## src/rtl/tx_mem_read_sched_if.sv

```systemverilog
// ----------------------------------------------------------------------------
// tx_mem_read_sched_if
//
// Bundles the request/grant/return signals and the memory read port of the
// Y line memory read scheduler. The scheduler uses the slave modport. The
// requesters and the memory together form the master side.
//
// Signals:
//   disp_req / disp_addr      display read request and word address
//   disp_gnt / disp_rvalid    display accept (combinational) / data valid
//   lane_req / lane_addr      four SPI lane requests, lane i at [i*AW +: AW]
//   lane_gnt / lane_rvalid    one-hot lane accept / one-hot lane data valid
//   rdata                     returned data, shared by every owner
//   mem_en / mem_addr         memory read enable and address
//   mem_rdata                 memory read data
// ----------------------------------------------------------------------------
interface tx_mem_read_sched_if #(
    parameter int AW = 16,
    parameter int DW = 12
);
    logic              disp_req;
    logic [AW-1:0]     disp_addr;
    logic              disp_gnt;
    logic              disp_rvalid;
    logic [3:0]        lane_req;
    logic [4*AW-1:0]   lane_addr;
    logic [3:0]        lane_gnt;
    logic [3:0]        lane_rvalid;
    logic [DW-1:0]     rdata;
    logic              mem_en;
    logic [AW-1:0]     mem_addr;
    logic [DW-1:0]     mem_rdata;

    modport slave (
        input  disp_req, disp_addr, lane_req, lane_addr, mem_rdata,
        output disp_gnt, disp_rvalid, lane_gnt, lane_rvalid, rdata,
               mem_en, mem_addr
    );

    modport master (
        output disp_req, disp_addr, lane_req, lane_addr, mem_rdata,
        input  disp_gnt, disp_rvalid, lane_gnt, lane_rvalid, rdata,
               mem_en, mem_addr
    );
endinterface

```

## src/rtl/tx_mem_read_sched.sv

```systemverilog
// ----------------------------------------------------------------------------
// tx_mem_read_sched
//
// Shares the single read port of the Tx Y line memory between the HDMI
// display fetch and the four SPI transmit lanes. At most one read is issued
// per cycle. Each read carries an owner tag down a pipeline so that the
// returned word is routed back to its owner RD_LAT+2 cycles after the grant.
//
// Ports:
//   Cclk   clock
//   rstn   synchronous active-low reset
//   bus    tx_mem_read_sched_if.slave (requests, grants, returns, memory port)
//
// Parameters:
//   AW        memory word-address width
//   DW        memory data width
//   RD_LAT    memory read latency, mem_en to mem_rdata valid (1..4)
//   MAX_WAIT  lane wait limit for the starvation guard (2..255)
//
// Optional feature macro: STARVE_GUARD_EN
//   When defined, each lane has a wait counter. A lane that has waited
//   MAX_WAIT cycles is served ahead of the display. When undefined, the
//   display has absolute priority.
// ----------------------------------------------------------------------------
module tx_mem_read_sched #(
    parameter int AW       = 16,
    parameter int DW       = 12,
    parameter int RD_LAT   = 1,
    parameter int MAX_WAIT = 8
) (
    input  logic                Cclk,
    input  logic                rstn,
    tx_mem_read_sched_if.slave  bus
);
    // Owner codes 0..3 are the lanes and 4 is the display.
    localparam logic [2:0] OWN_DISP = 3'd4;

    typedef struct packed {
        logic       valid;
        logic [2:0] owner;
    } tag_t;

    logic [1:0]    rr_ptr_q, rr_ptr_d;
    tag_t          tag_q [RD_LAT+1];
    logic          mem_en_q;
    logic [AW-1:0] mem_addr_q;
    logic          disp_rv_q;
    logic [3:0]    lane_rv_q;
    logic [DW-1:0] rdata_q;

    logic          disp_gnt_c;
    logic [3:0]    lane_gnt_c;
    logic [3:0]    starved;
    logic          grant_any;
    logic [AW-1:0] win_addr;
    logic [2:0]    win_owner;

    // Picks the first set bit of mask at or after ptr, wrapping 3 -> 0.
    // The loop runs from the farthest position to the nearest one, so the
    // nearest set bit is the last assignment and takes effect.
    function automatic logic [3:0] rrPick(input logic [3:0] mask,
                                          input logic [1:0] ptr);
        logic [3:0] pick;
        logic [1:0] idx;
        pick = '0;
        for (int k = 3; k >= 0; k--) begin
            idx = ptr + 2'(k);
            if (mask[idx]) pick = 4'b0001 << idx;
        end
        return pick;
    endfunction

`ifdef STARVE_GUARD_EN
    logic [7:0] wait_q [4];

    // A lane is starved only while it is still requesting.
    always_comb begin
        for (int i = 0; i < 4; i++)
            starved[i] = bus.lane_req[i] && (wait_q[i] == 8'(MAX_WAIT));
    end

    // Wait counters count cycles of unserved request and saturate at the
    // limit. They clear on a grant or when the lane stops requesting.
    always_ff @(posedge Cclk) begin
        for (int i = 0; i < 4; i++) begin
            if (!rstn || !bus.lane_req[i] || lane_gnt_c[i])
                wait_q[i] <= '0;
            else if (wait_q[i] != 8'(MAX_WAIT))
                wait_q[i] <= wait_q[i] + 8'd1;
        end
    end
`else
    assign starved = 4'b0000;
`endif

    // Arbitration: starved lanes first, then the display, then the lanes in
    // round-robin order. No grant is given while reset is asserted.
    always_comb begin
        disp_gnt_c = 1'b0;
        lane_gnt_c = 4'b0000;
        if (rstn) begin
            if (|starved)
                lane_gnt_c = rrPick(starved, rr_ptr_q);
            else if (bus.disp_req)
                disp_gnt_c = 1'b1;
            else
                lane_gnt_c = rrPick(bus.lane_req, rr_ptr_q);
        end
    end

    // Winner address, owner tag and next round-robin pointer. The pointer
    // moves past a granted lane and is left alone by a display grant.
    always_comb begin
        grant_any = disp_gnt_c | (|lane_gnt_c);
        win_addr  = bus.disp_addr;
        win_owner = OWN_DISP;
        rr_ptr_d  = rr_ptr_q;
        for (int i = 0; i < 4; i++) begin
            if (lane_gnt_c[i]) begin
                win_addr  = bus.lane_addr[i*AW +: AW];
                win_owner = 3'(i);
                rr_ptr_d  = 2'(i + 1);
            end
        end
    end

    // Issue, tag pipeline and return path. Tag stage RD_LAT lines up with
    // the cycle in which mem_rdata is valid. The data and owner strobe are
    // registered from that stage, so they appear RD_LAT+2 cycles after the
    // grant. rdata keeps its last value between returns.
    always_ff @(posedge Cclk) begin
        if (!rstn) begin
            rr_ptr_q   <= 2'd0;
            mem_en_q   <= 1'b0;
            mem_addr_q <= '0;
            disp_rv_q  <= 1'b0;
            lane_rv_q  <= 4'b0000;
            rdata_q    <= '0;
            for (int k = 0; k <= RD_LAT; k++)
                tag_q[k] <= '0;
        end else begin
            rr_ptr_q <= rr_ptr_d;
            mem_en_q <= grant_any;
            if (grant_any)
                mem_addr_q <= win_addr;

            tag_q[0] <= '{valid: grant_any, owner: win_owner};
            for (int k = 1; k <= RD_LAT; k++)
                tag_q[k] <= tag_q[k-1];

            disp_rv_q <= 1'b0;
            lane_rv_q <= 4'b0000;
            if (tag_q[RD_LAT].valid) begin
                rdata_q <= bus.mem_rdata;
                if (tag_q[RD_LAT].owner == OWN_DISP)
                    disp_rv_q <= 1'b1;
                else
                    lane_rv_q <= 4'b0001 << tag_q[RD_LAT].owner[1:0];
            end
        end
    end

    assign bus.disp_gnt    = disp_gnt_c;
    assign bus.lane_gnt    = lane_gnt_c;
    assign bus.mem_en      = mem_en_q;
    assign bus.mem_addr    = mem_addr_q;
    assign bus.disp_rvalid = disp_rv_q;
    assign bus.lane_rvalid = lane_rv_q;
    assign bus.rdata       = rdata_q;

endmodule

```

## src/flat_wrapper.sv

```systemverilog
// flat-port wrapper written by rule: the top's interface ports become plain ports
module tx_mem_read_sched_flat 
#(
    parameter int AW       = 16,
    parameter int DW       = 12,
    parameter int RD_LAT   = 1,
    parameter int MAX_WAIT = 8
)
  (Cclk, rstn, bus_disp_req, bus_disp_addr, bus_lane_req, bus_lane_addr, bus_mem_rdata, bus_disp_gnt, bus_disp_rvalid, bus_lane_gnt, bus_lane_rvalid, bus_rdata, bus_mem_en, bus_mem_addr);
  tx_mem_read_sched_if #(.AW(AW), .DW(DW)) bus_i ();
  input  logic Cclk;
  input  logic rstn;
  input wire logic [$bits(bus_i.disp_req)-1:0] bus_disp_req;
  input wire logic [$bits(bus_i.disp_addr)-1:0] bus_disp_addr;
  input wire logic [$bits(bus_i.lane_req)-1:0] bus_lane_req;
  input wire logic [$bits(bus_i.lane_addr)-1:0] bus_lane_addr;
  input wire logic [$bits(bus_i.mem_rdata)-1:0] bus_mem_rdata;
  output wire logic [$bits(bus_i.disp_gnt)-1:0] bus_disp_gnt;
  output wire logic [$bits(bus_i.disp_rvalid)-1:0] bus_disp_rvalid;
  output wire logic [$bits(bus_i.lane_gnt)-1:0] bus_lane_gnt;
  output wire logic [$bits(bus_i.lane_rvalid)-1:0] bus_lane_rvalid;
  output wire logic [$bits(bus_i.rdata)-1:0] bus_rdata;
  output wire logic [$bits(bus_i.mem_en)-1:0] bus_mem_en;
  output wire logic [$bits(bus_i.mem_addr)-1:0] bus_mem_addr;
  assign bus_i.disp_req = bus_disp_req;
  assign bus_i.disp_addr = bus_disp_addr;
  assign bus_i.lane_req = bus_lane_req;
  assign bus_i.lane_addr = bus_lane_addr;
  assign bus_i.mem_rdata = bus_mem_rdata;
  assign bus_disp_gnt = bus_i.disp_gnt;
  assign bus_disp_rvalid = bus_i.disp_rvalid;
  assign bus_lane_gnt = bus_i.lane_gnt;
  assign bus_lane_rvalid = bus_i.lane_rvalid;
  assign bus_rdata = bus_i.rdata;
  assign bus_mem_en = bus_i.mem_en;
  assign bus_mem_addr = bus_i.mem_addr;
  tx_mem_read_sched #(.AW(AW), .DW(DW), .RD_LAT(RD_LAT), .MAX_WAIT(MAX_WAIT)) u_core (.Cclk(Cclk), .rstn(rstn), .bus(bus_i));
endmodule
```

## config.mk

```make
export PLATFORM = sky130hd
export DESIGN_NAME = tx_mem_read_sched_flat
export DESIGN_NICKNAME = d
export VERILOG_FILES = /design/src/rtl/tx_mem_read_sched_if.sv /design/src/rtl/tx_mem_read_sched.sv /design/src/flat_wrapper.sv
export SDC_FILE = /design/constraint.sdc
export NUM_CORES = 1
export LEC_CHECK = 0
export CAP_MARGIN = 15
export CORE_AREA = 2 2 81 83
export CTS_BUF_LIST = sky130_fd_sc_hd__clkbuf_4
export CTS_CLUSTER_DIAMETER = 100
export DETAILED_ROUTE_END_ITERATION = 7
export DIE_AREA = 0 0 83 85
export MAX_ROUTING_LAYER = met4
export PLACE_DENSITY = 0.88
export SYNTH_ARGS = -nofsm -noshare
export SYNTH_HDL_FRONTEND = slang
export SYNTH_SLANG_ARGS = --single-unit
```

## constraint.sdc

```tcl
create_clock -name Cclk -period 6.9 [get_ports Cclk]
set_input_delay 1.035 -clock Cclk [delete_from_list [all_inputs] [get_ports Cclk]]
set_output_delay 1.035 -clock Cclk [all_outputs]
set_load 0.05 [all_outputs]
```

* Word level (Yosys, flattened, before mapping)
Memories as Yosys holds them, arrays and structs flattened.
Cells that the tools add are included.
** Word-level totals
- Output and inout bits :: 39
- Logic and storage cells :: 62
- Bits in registers :: 36
- Memories kept :: 1
- Input port bits :: 99
- RAM bits :: 8
** Cells by class
- Add/subtract/negate cells :: 3
- Order comparisons :: 4
- Multiplexer cells :: 32
- Bitwise operators :: 5
- Shift operators :: 5
- Reductions and logical operators :: 5
- Eq/ne operators :: 1
** Memories
- u_core.tag_q :: depth 2, width 4, rd ports 2, clocked after Yosys merged registers in 0, wr ports 2, RTL line tx_mem_read_sched.sv:44 : tag_t tag_q [RD_LAT+1];
** Operators with widths (count)
- $mux 16 :: 4
- $mux 4 :: 8
- $shl 1x2->4 const A :: 5
- $lt 2x3->1 const B :: 4
- $mux 3 :: 4
- $mux 1 :: 9
- $bmux 1 s2 :: 4
- $mux 2 :: 3
- $add 2x2->2 const B :: 2
- $reduce_or 4->1 :: 1
- $eq 3x3->1 const B :: 1
- $or 1x1->1 :: 3
- $reduce_bool 3->1 :: 1
- $reduce_or 3->1 :: 1
- $add 2x1->2 const B :: 1
- $not 1->1 :: 2
- $reduce_and 2->1 :: 1
- $reduce_or 2->1 :: 1

* Longest topological paths before layout
Gate-level depths: netlist (run 1).
- Word-level depth :: 14
- Gate-level depth with buffers :: 13
- Depth with buffers taken out :: 10

* Worst setup path before layout (run 1)
OpenSTA, ideal clock, no wires.
- Path kind :: register to output
- From :: register u_core.rr_ptr_q[0]
- To :: output port bus_lane_gnt[2]
- Path slack :: 2.966 ns
- Stages on the path, launching flop included :: 10
- Data required time :: 5.865 ns
- Arrival :: 2.899 ns
- Path buffers :: 3
- Path through :: dfxtp_1 > buf_6 > clkbuf_1 > inv_1 > ha_1 > mux4_2 > a211oi_1 > a32oi_1 > inv_2 > clkbuf_1
** Between the ends
- Longest elaborated chain between the ends :: 9
- Elaborated cells on any way between the ends :: 21
- Classes of those cells :: add/sub (3); shift (4); mux (14)
** RTL lines
- from (decl) :: RTL line tx_mem_read_sched.sv:43 : logic [1:0] rr_ptr_q, rr_ptr_d;
- from (signal assigned) :: RTL line tx_mem_read_sched.sv:142 : rr_ptr_q <= rr_ptr_d;
- $add 2x2->2
- $bmux 1 s2 :: RTL line tx_mem_read_sched.sv:68 : if (mask[idx]) pick = 4'b0001 << idx;
- $mux 1 (not written as such) :: RTL line tx_mem_read_sched.sv:68
- $mux 4 (3 in series) :: RTL line tx_mem_read_sched.sv:68
- $mux 4 * :: RTL line tx_mem_read_sched.sv:68
- $mux 4 * :: RTL line tx_mem_read_sched.sv:104 : else if (bus.disp_req)
- $mux 4 * :: RTL line tx_mem_read_sched.sv:101 : if (rstn) begin
- to (decl) :: RTL line flat_wrapper.sv:20 : output wire logic [$bits(bus_i.lane_gnt)-1:0] bus_lane_gnt;
Every way passes the cells marked *; elsewhere a longest branch is shown, timed or not. The select of a mux whose other input is x is not followed.

* Worst setup path after layout (run 1)
- From :: register u_core.rr_ptr_q[0]
- To :: output port bus_lane_gnt[3]
Same word-level chain as after synthesis.

==> impl_metrics.tcl, run 1 <==
set metrics [dict create \
    cts_tree "yes" \
    grt_pass1_wl_mm 14.0 \
    fillCellCount 486 \
    finalSetupViolations 0 \
    ys_ff_latch 43 \
    p_leak_uw 0.00162 \
    drt_pass1_iterations 6 \
    area_delta_synth_final_pct 53.5 \
    grt_pass1_vias 2924 \
    grt_max_degree 32 \
    grt_overflow 0 \
    period_needed_ps 5340 \
    period_share_pct 77.4 \
    regArea_um2 861 \
    yosysWarnings 0 \
    clk_pin_slew_worst_paths_ps 130 \
    viasPerCell 5.67 \
    yosysTopAreaCellShare_pct 31.8 \
    post-synth-top-area-cell "dfxtp_1" \
    worst_pin_slew_ps 934 \
    clk_latency_ps 350 \
    num_io_pins 138 \
    critPathRequiredTime_ps 5860 \
    setup_tns_ps 0 \
    layout_commonest_cell "clkdlybuf4s50_1" \
    holdPathStages 1 \
    setup_slack_ps 1560 \
    clock_path_buffers 2 \
    slew_headroom_pct 37.3 \
    route.detailed.drc 0 \
    power_density_mw_per_mm2 309 \
    rows 29 \
    vias 2979 \
    grt_use_total_pct 25.1 \
    maxCapViolations 0 \
    yosysSeqAreaShare_pct 31.8 \
    avgRoutedWirePerCell_um 16.8 \
    worst_clock_skew_ps 9.07 \
    status "finished clean" \
    cts_root_buf "clkbuf_4" \
    die_area_mm2 0.00706 \
    antenna_found_initial 0 \
    hpwl_mm 6.58 \
    synth-edff-count 0 \
    antennaDiodeCount 0 \
    synth_cell_type_count 47 \
    layout-drive-gt1-share_pct 5.80 \
    synthesis.area_mm2 0.00271 \
    drt-total-wl_mm 8.83 \
    whs_ps 437 \
    synth-main-ff-cell "dfxtp_1" \
    fmax_mhz 187 \
    synth.area.top_cells "dfxtp_1, a221o_1, mux2i_1, a211oi_1, nor2_1" \
    cts.sinks 43 \
    die-width_um 83 \
    ctsHoldBuffers 0 \
    post_cts_resize_count 0 \
    crit_arrival_ps 4300 \
    drt-initial-drc-count 211 \
    htreeDepth 2 \
    initial_core_util_pct 43.7 \
    die_h_um 85 \
    worst-r2r-cell-count 9 \
    crit_fanout 20 \
    multi_input_area_mm2 0.00164 \
    post-place-ws_ps 1690 \
    cp-end-kind "output pin" \
    power.total_uw 1290 \
    cts_buffers 5 \
    port_buffers 137 \
    syn_inst 322 \
    finalHoldViolations 0 \
    ir_drop_v 0.000166 \
    ant_nets 0 \
    ys_async_sr_fraction_pct 0 \
    gp_congestion 0.871 \
    worstHoldPathType "flop to flop" \
    layout_common_cells "clkdlybuf4s50_1, dfxtp_1, nor2_1" \
    rsz0062_at_grt "no" \
    syn_area_per_cell_um2 8.41 \
    drv_slew 0 \
    syn_nets 429 \
    cts_setup_buffers 0 \
    crit_type "flop to output pin" \
    core-area_mm2 0.00620 \
    worstSetupStartpointType "flop" \
    final_nets 554 \
]
==> power breakdown <==
group          switching (uW)  total (uW)  internal (uW)
sequential               62.1         380            318
clock                    81.8         125           43.3
combinational             464         780            316
total                     608        1290            678
==> critical path: stages, from the launching register on <==
cell and delay, ps:
dfxtp_1 800, inv_1 220, ha_1 450, mux4_2 420, a221o_1 430, nand2_1 160, nand2_1 470, inv_1 160
clkdlybuf4s50_1 820
==> through the flow <==
step / area [um^2] / std cells / util, %
floorplan: 2710 / 322 / -
global placement: 4100 / 517 / 66.1
detailed placement: 4100 / 517 / 66.1
CTS: 4160 / 525 / 67.0
global route: 4160 / 525 / 67.0
finish: 4160 / 525 / 67.0
==> layer usage <==
| layer | track usage (%) | wire, um | vias up |
|---|---|---|---|
| met1 | 30.2 | 3620 | 1346 |
| met4 | 10.1 | 233 | 0 |
| li1 | - | - | 1424 |
| met3 | 4.47 | 662 | 21 |
| met5 | - | 0 | - |
| met2 | 41.9 | 4310 | 188 |
==> area by class of cell <==
| class | count | share of cell area (%) |
|---|---|---|
| Timing Repair Buffer | 142 | 33.9 |
| Sequential cell | 43 | 20.7 |
| Inverter | 24 | 2.23 |
| Clock buffer | 6 | 1.08 |
| Clock inverter | 2 | 0.301 |
| Tap cell | 77 | 2.32 |
| Multi-Input combinational cell | 231 | 39.5 |
==> Yosys cell counts (all sizes together), types with 4 or more instances <==
master   n
dfxtp   43
nor2    30
inv     23
a21oi   20
o21ai   19
clkbuf  18
a221o   16
mux2i   16
a211oi  15
nor2b   15
nor3    15
a22oi   14
nand2   12
ha       8
and2     7
nand2b   7
buf      6
mux4     4
o22ai    4
==> worst paths after layout <==
path	startpoint	endpoint	slack [ps]
worst min register to register	u_core.tag_q[0][6]$_SDFF_PN0_	u_core.bus.lane_rvalid[0]$_SDFF_PP0_	440
worst max register to register	u_core.rr_ptr_q[0]$_SDFFE_PP0P_	u_core.bus.mem_addr[0]$_SDFFE_PN0P_	2620
worst max-delay path	u_core.rr_ptr_q[0]$_SDFFE_PP0P_	bus_lane_gnt[3]	1560
worst min-delay path	u_core.tag_q[0][6]$_SDFF_PN0_	u_core.bus.lane_rvalid[0]$_SDFF_PP0_	440
==> flip-flops by register name, summed over array words and instances, names as in the netlist <==
signal / count
u_core.bus.mem_addr: 16
u_core.bus.disp_rvalid: 1
u_core.tag_q: 8
u_core.rr_ptr_q: 2
u_core.bus.lane_rvalid: 4
u_core.bus.rdata: 12
==> logic make-up (layout without fill, tap and decap cells) <==
logic type,after synthesis,count (layout),synth area share [%]
buffers and inverters,48,174,7.71
AO/OA/AOI/OAI,103,103,27.5
AND/OR/NAND/NOR,98,98,19.2
adder cells (fa/ha/maj),8,8,3.70
flip-flops,43,43,31.8
multiplexers,22,22,10.1
No activity file was read; power rests on OpenSTA's default activity.
==> run 2: changes to the inputs <==
--- a/config.mk
+++ b/config.mk
@@ -6,13 +6,13 @@
 export NUM_CORES = 1
 export LEC_CHECK = 0
 export CAP_MARGIN = 15
-export CORE_AREA = 2 2 81 83
+export CORE_AREA = 2 2 89 91
 export CTS_BUF_LIST = sky130_fd_sc_hd__clkbuf_4
 export CTS_CLUSTER_DIAMETER = 100
 export DETAILED_ROUTE_END_ITERATION = 7
-export DIE_AREA = 0 0 83 85
+export DIE_AREA = 0 0 91 93
 export MAX_ROUTING_LAYER = met4
-export PLACE_DENSITY = 0.88
+export PLACE_DENSITY = 0.78
 export SYNTH_ARGS = -nofsm -noshare
 export SYNTH_HDL_FRONTEND = slang
 export SYNTH_SLANG_ARGS = --single-unit
==> constraint.sdc (replaced) <==
create_clock -name Cclk -period 4.4 [get_ports Cclk]
set_input_delay 0.66 -clock Cclk [delete_from_list [all_inputs] [get_ports Cclk]]
set_output_delay 0.66 -clock Cclk [all_outputs]
set_load 0.05 [all_outputs]
==> run 2 against run 1 <==
Clock power increased by 150%. Utilization fell by 9.7 points. Highest routed layer unchanged. Worst hold slack worse by 8.9 ps. Via count increased by 0.30%. Global-route usage is 4.8 points lower. Count of clock-buffer cells in the layout unchanged. Critical path depth unchanged. Register-to-register slack worse by 2000 ps. Non-clock buffer count increased by 4. Setup slack worse by 1100 ps. First-iteration DRC count is 10% higher. Clock skew increased by 1.2 ps.
==> impl_metrics.tcl, run 2 (synthesis results as in run 1) <==
set metrics [dict create \
    clk_pin_slew_worst_paths_ps 130 \
    clockPowerShare_pct 14.5 \
    htreeDepth 2 \
    grt_max_degree 30 \
    num_io_pins 138 \
    combPwrFrac_pct 58.9 \
    initial_core_util_pct 36.0 \
    grt_use_total_pct 20.3 \
    final_area_mm2 0.00432 \
    grt_overflow 0 \
    route.detailed.drc 0 \
    rows 32 \
    grt_pass1_wl_mm 13.5 \
    layout-drive-gt1-share_pct 7.74 \
    cts_root_buf "clkbuf_4" \
    vias 2988 \
    hpwl_mm 6.54 \
    worstHoldPathType "flop to flop" \
    rsz0062_at_grt "no" \
    finalSetupViolations 0 \
    clock_path_buffers 2 \
    area_delta_synth_final_pct 59.3 \
    layout_commonest_cell "clkdlybuf4s50_1" \
    layout_common_cells "clkdlybuf4s50_1, dfxtp_1, nor2_1" \
    slew_headroom_pct 51.0 \
    antennaDiodeCount 0 \
    drt-total-wl_mm 8.55 \
    die_h_um 93 \
    crit_arrival_ps 3320 \
    largest_register_ff_count 16 \
    worst_pin_slew_ps 734 \
    fmax_mhz 251 \
    cp-end-kind "output pin" \
    cts_setup_buffers 0 \
    cts_tree "yes" \
    avgRoutedWirePerCell_um 15.4 \
    place_area_mm2 0.00421 \
    core-area_mm2 0.00753 \
    finalHoldViolations 0 \
    worst_clock_skew_ps 10.3 \
    die-width_um 91 \
    slowest_stage "dfxtp_1" \
    drt-initial-drc-count 232 \
    status "finished clean" \
    crit_buf_inv 3 \
    p_int_uw 1200 \
    post_cts_resize_count 0 \
    whs_ps 428 \
    crit_type "flop to output pin" \
    power_switching_uw 949 \
    viasPerCell 5.39 \
    ant_nets 0 \
    port_buffers 137 \
    antenna_found_initial 0 \
    gp_congestion 0.909 \
    worstSetupStartpointType "flop" \
    path_delay_family "compound AO/OA/AOI/OAI gates" \
    crit_fanout 19 \
    critPathRequiredTime_ps 3740 \
    seqPwrFrac_pct 26.6 \
    grt_pass1_vias 2822 \
    drt_pass1_iterations 5 \
    cts.sinks 43 \
    ir_drop_v 0.000192 \
    period_needed_ps 3980 \
    maxCapViolations 0 \
    die_area_mm2 0.00846 \
    cpPeakStageDelay_ps 650 \
    p_leak_uw 0.00168 \
    cts_buffers 5 \
    drv_slew 0 \
    period_share_pct 90.5 \
    p_sw_share_pct 44.2 \
    crit_chain "inv_1 -> ha_1 -> mux2i_1 -> o22ai_1 -> a2111o_1 -> a32oi_2 -> inv_2 -> buf_12" \
    power_density_mw_per_mm2 498 \
    final_nets 558 \
    ctsHoldBuffers 0 \
    clk_latency_ps 360 \
    setup_tns_ps 0 \
]
[run 2: cell types whose count changed in the layout (fill, tap and decap cells not counted), sizes merged]
| cell | delta |
|---|---|
| bufinv | +2 |
| clkinvlp | -1 |
| buf | +8 |
| clkinv | -1 |
| clkdlybuf4s50 | -4 |
[run 2: path summary, 6_finish.rpt]
kind,startpoint,cells after the start,slack (ps),endpoint
worst max-delay path,u_core.rr_ptr_q[1]$_SDFFE_PP0P_,8,420,bus_lane_gnt[2]
worst min-delay path,u_core.tag_q[0][6]$_SDFF_PN0_,1,430,u_core.bus.lane_rvalid[0]$_SDFF_PP0_
worst min register to register,u_core.tag_q[0][6]$_SDFF_PN0_,1,430,u_core.bus.lane_rvalid[0]$_SDFF_PP0_
worst max register to register,u_core.rr_ptr_q[1]$_SDFFE_PP0P_,10,580,u_core.bus.mem_addr[6]$_SDFFE_PN0P_
[run 2: power groups by stage]
| stage | clock network, uW | logic (uW) | registers [uW] |
|---|---|---|---|
| after floorplan | 0 | 560 | 859 |
| after global placement | 0 | 1250 | 577 |
| after detailed placement | 0 | 1260 | 579 |
| after CTS | 317 | 1270 | 572 |
| after global routing | 334 | 1340 | 586 |
| final | 311 | 1260 | 572 |
[run 2: area by class of cell]
cell class,count,area [um^2]
clock buffers,6,45.0
flip-flops and latches,43,861
fillers,703,3210
clock inverters,2,60.1
well taps,102,128
multi-input cells,231,1650
inverters,24,92.6
repair buffers,146,1480
[run 2: per-layer routing]
layer  vias to the layer above  share of wire (%)  global-route usage, %
li1                       1441                  -                      -
met1                      1363                 40                   23.6
met2                       158                 49                   34.8
met3                        26                8.4                   4.92
met4                         0                2.8                   6.69
met5                         -                  0                      -
[run 2: stage by stage]
step,setup slack (ps),instances,util (%),total power (uW)
floorplan,819,322,-,1420
global placement,737,546,55.9,1820
detailed placement,636,546,55.9,1840
CTS,465,554,57.3,2160
global route,274,554,57.3,2260
finish,416,554,57.3,2150
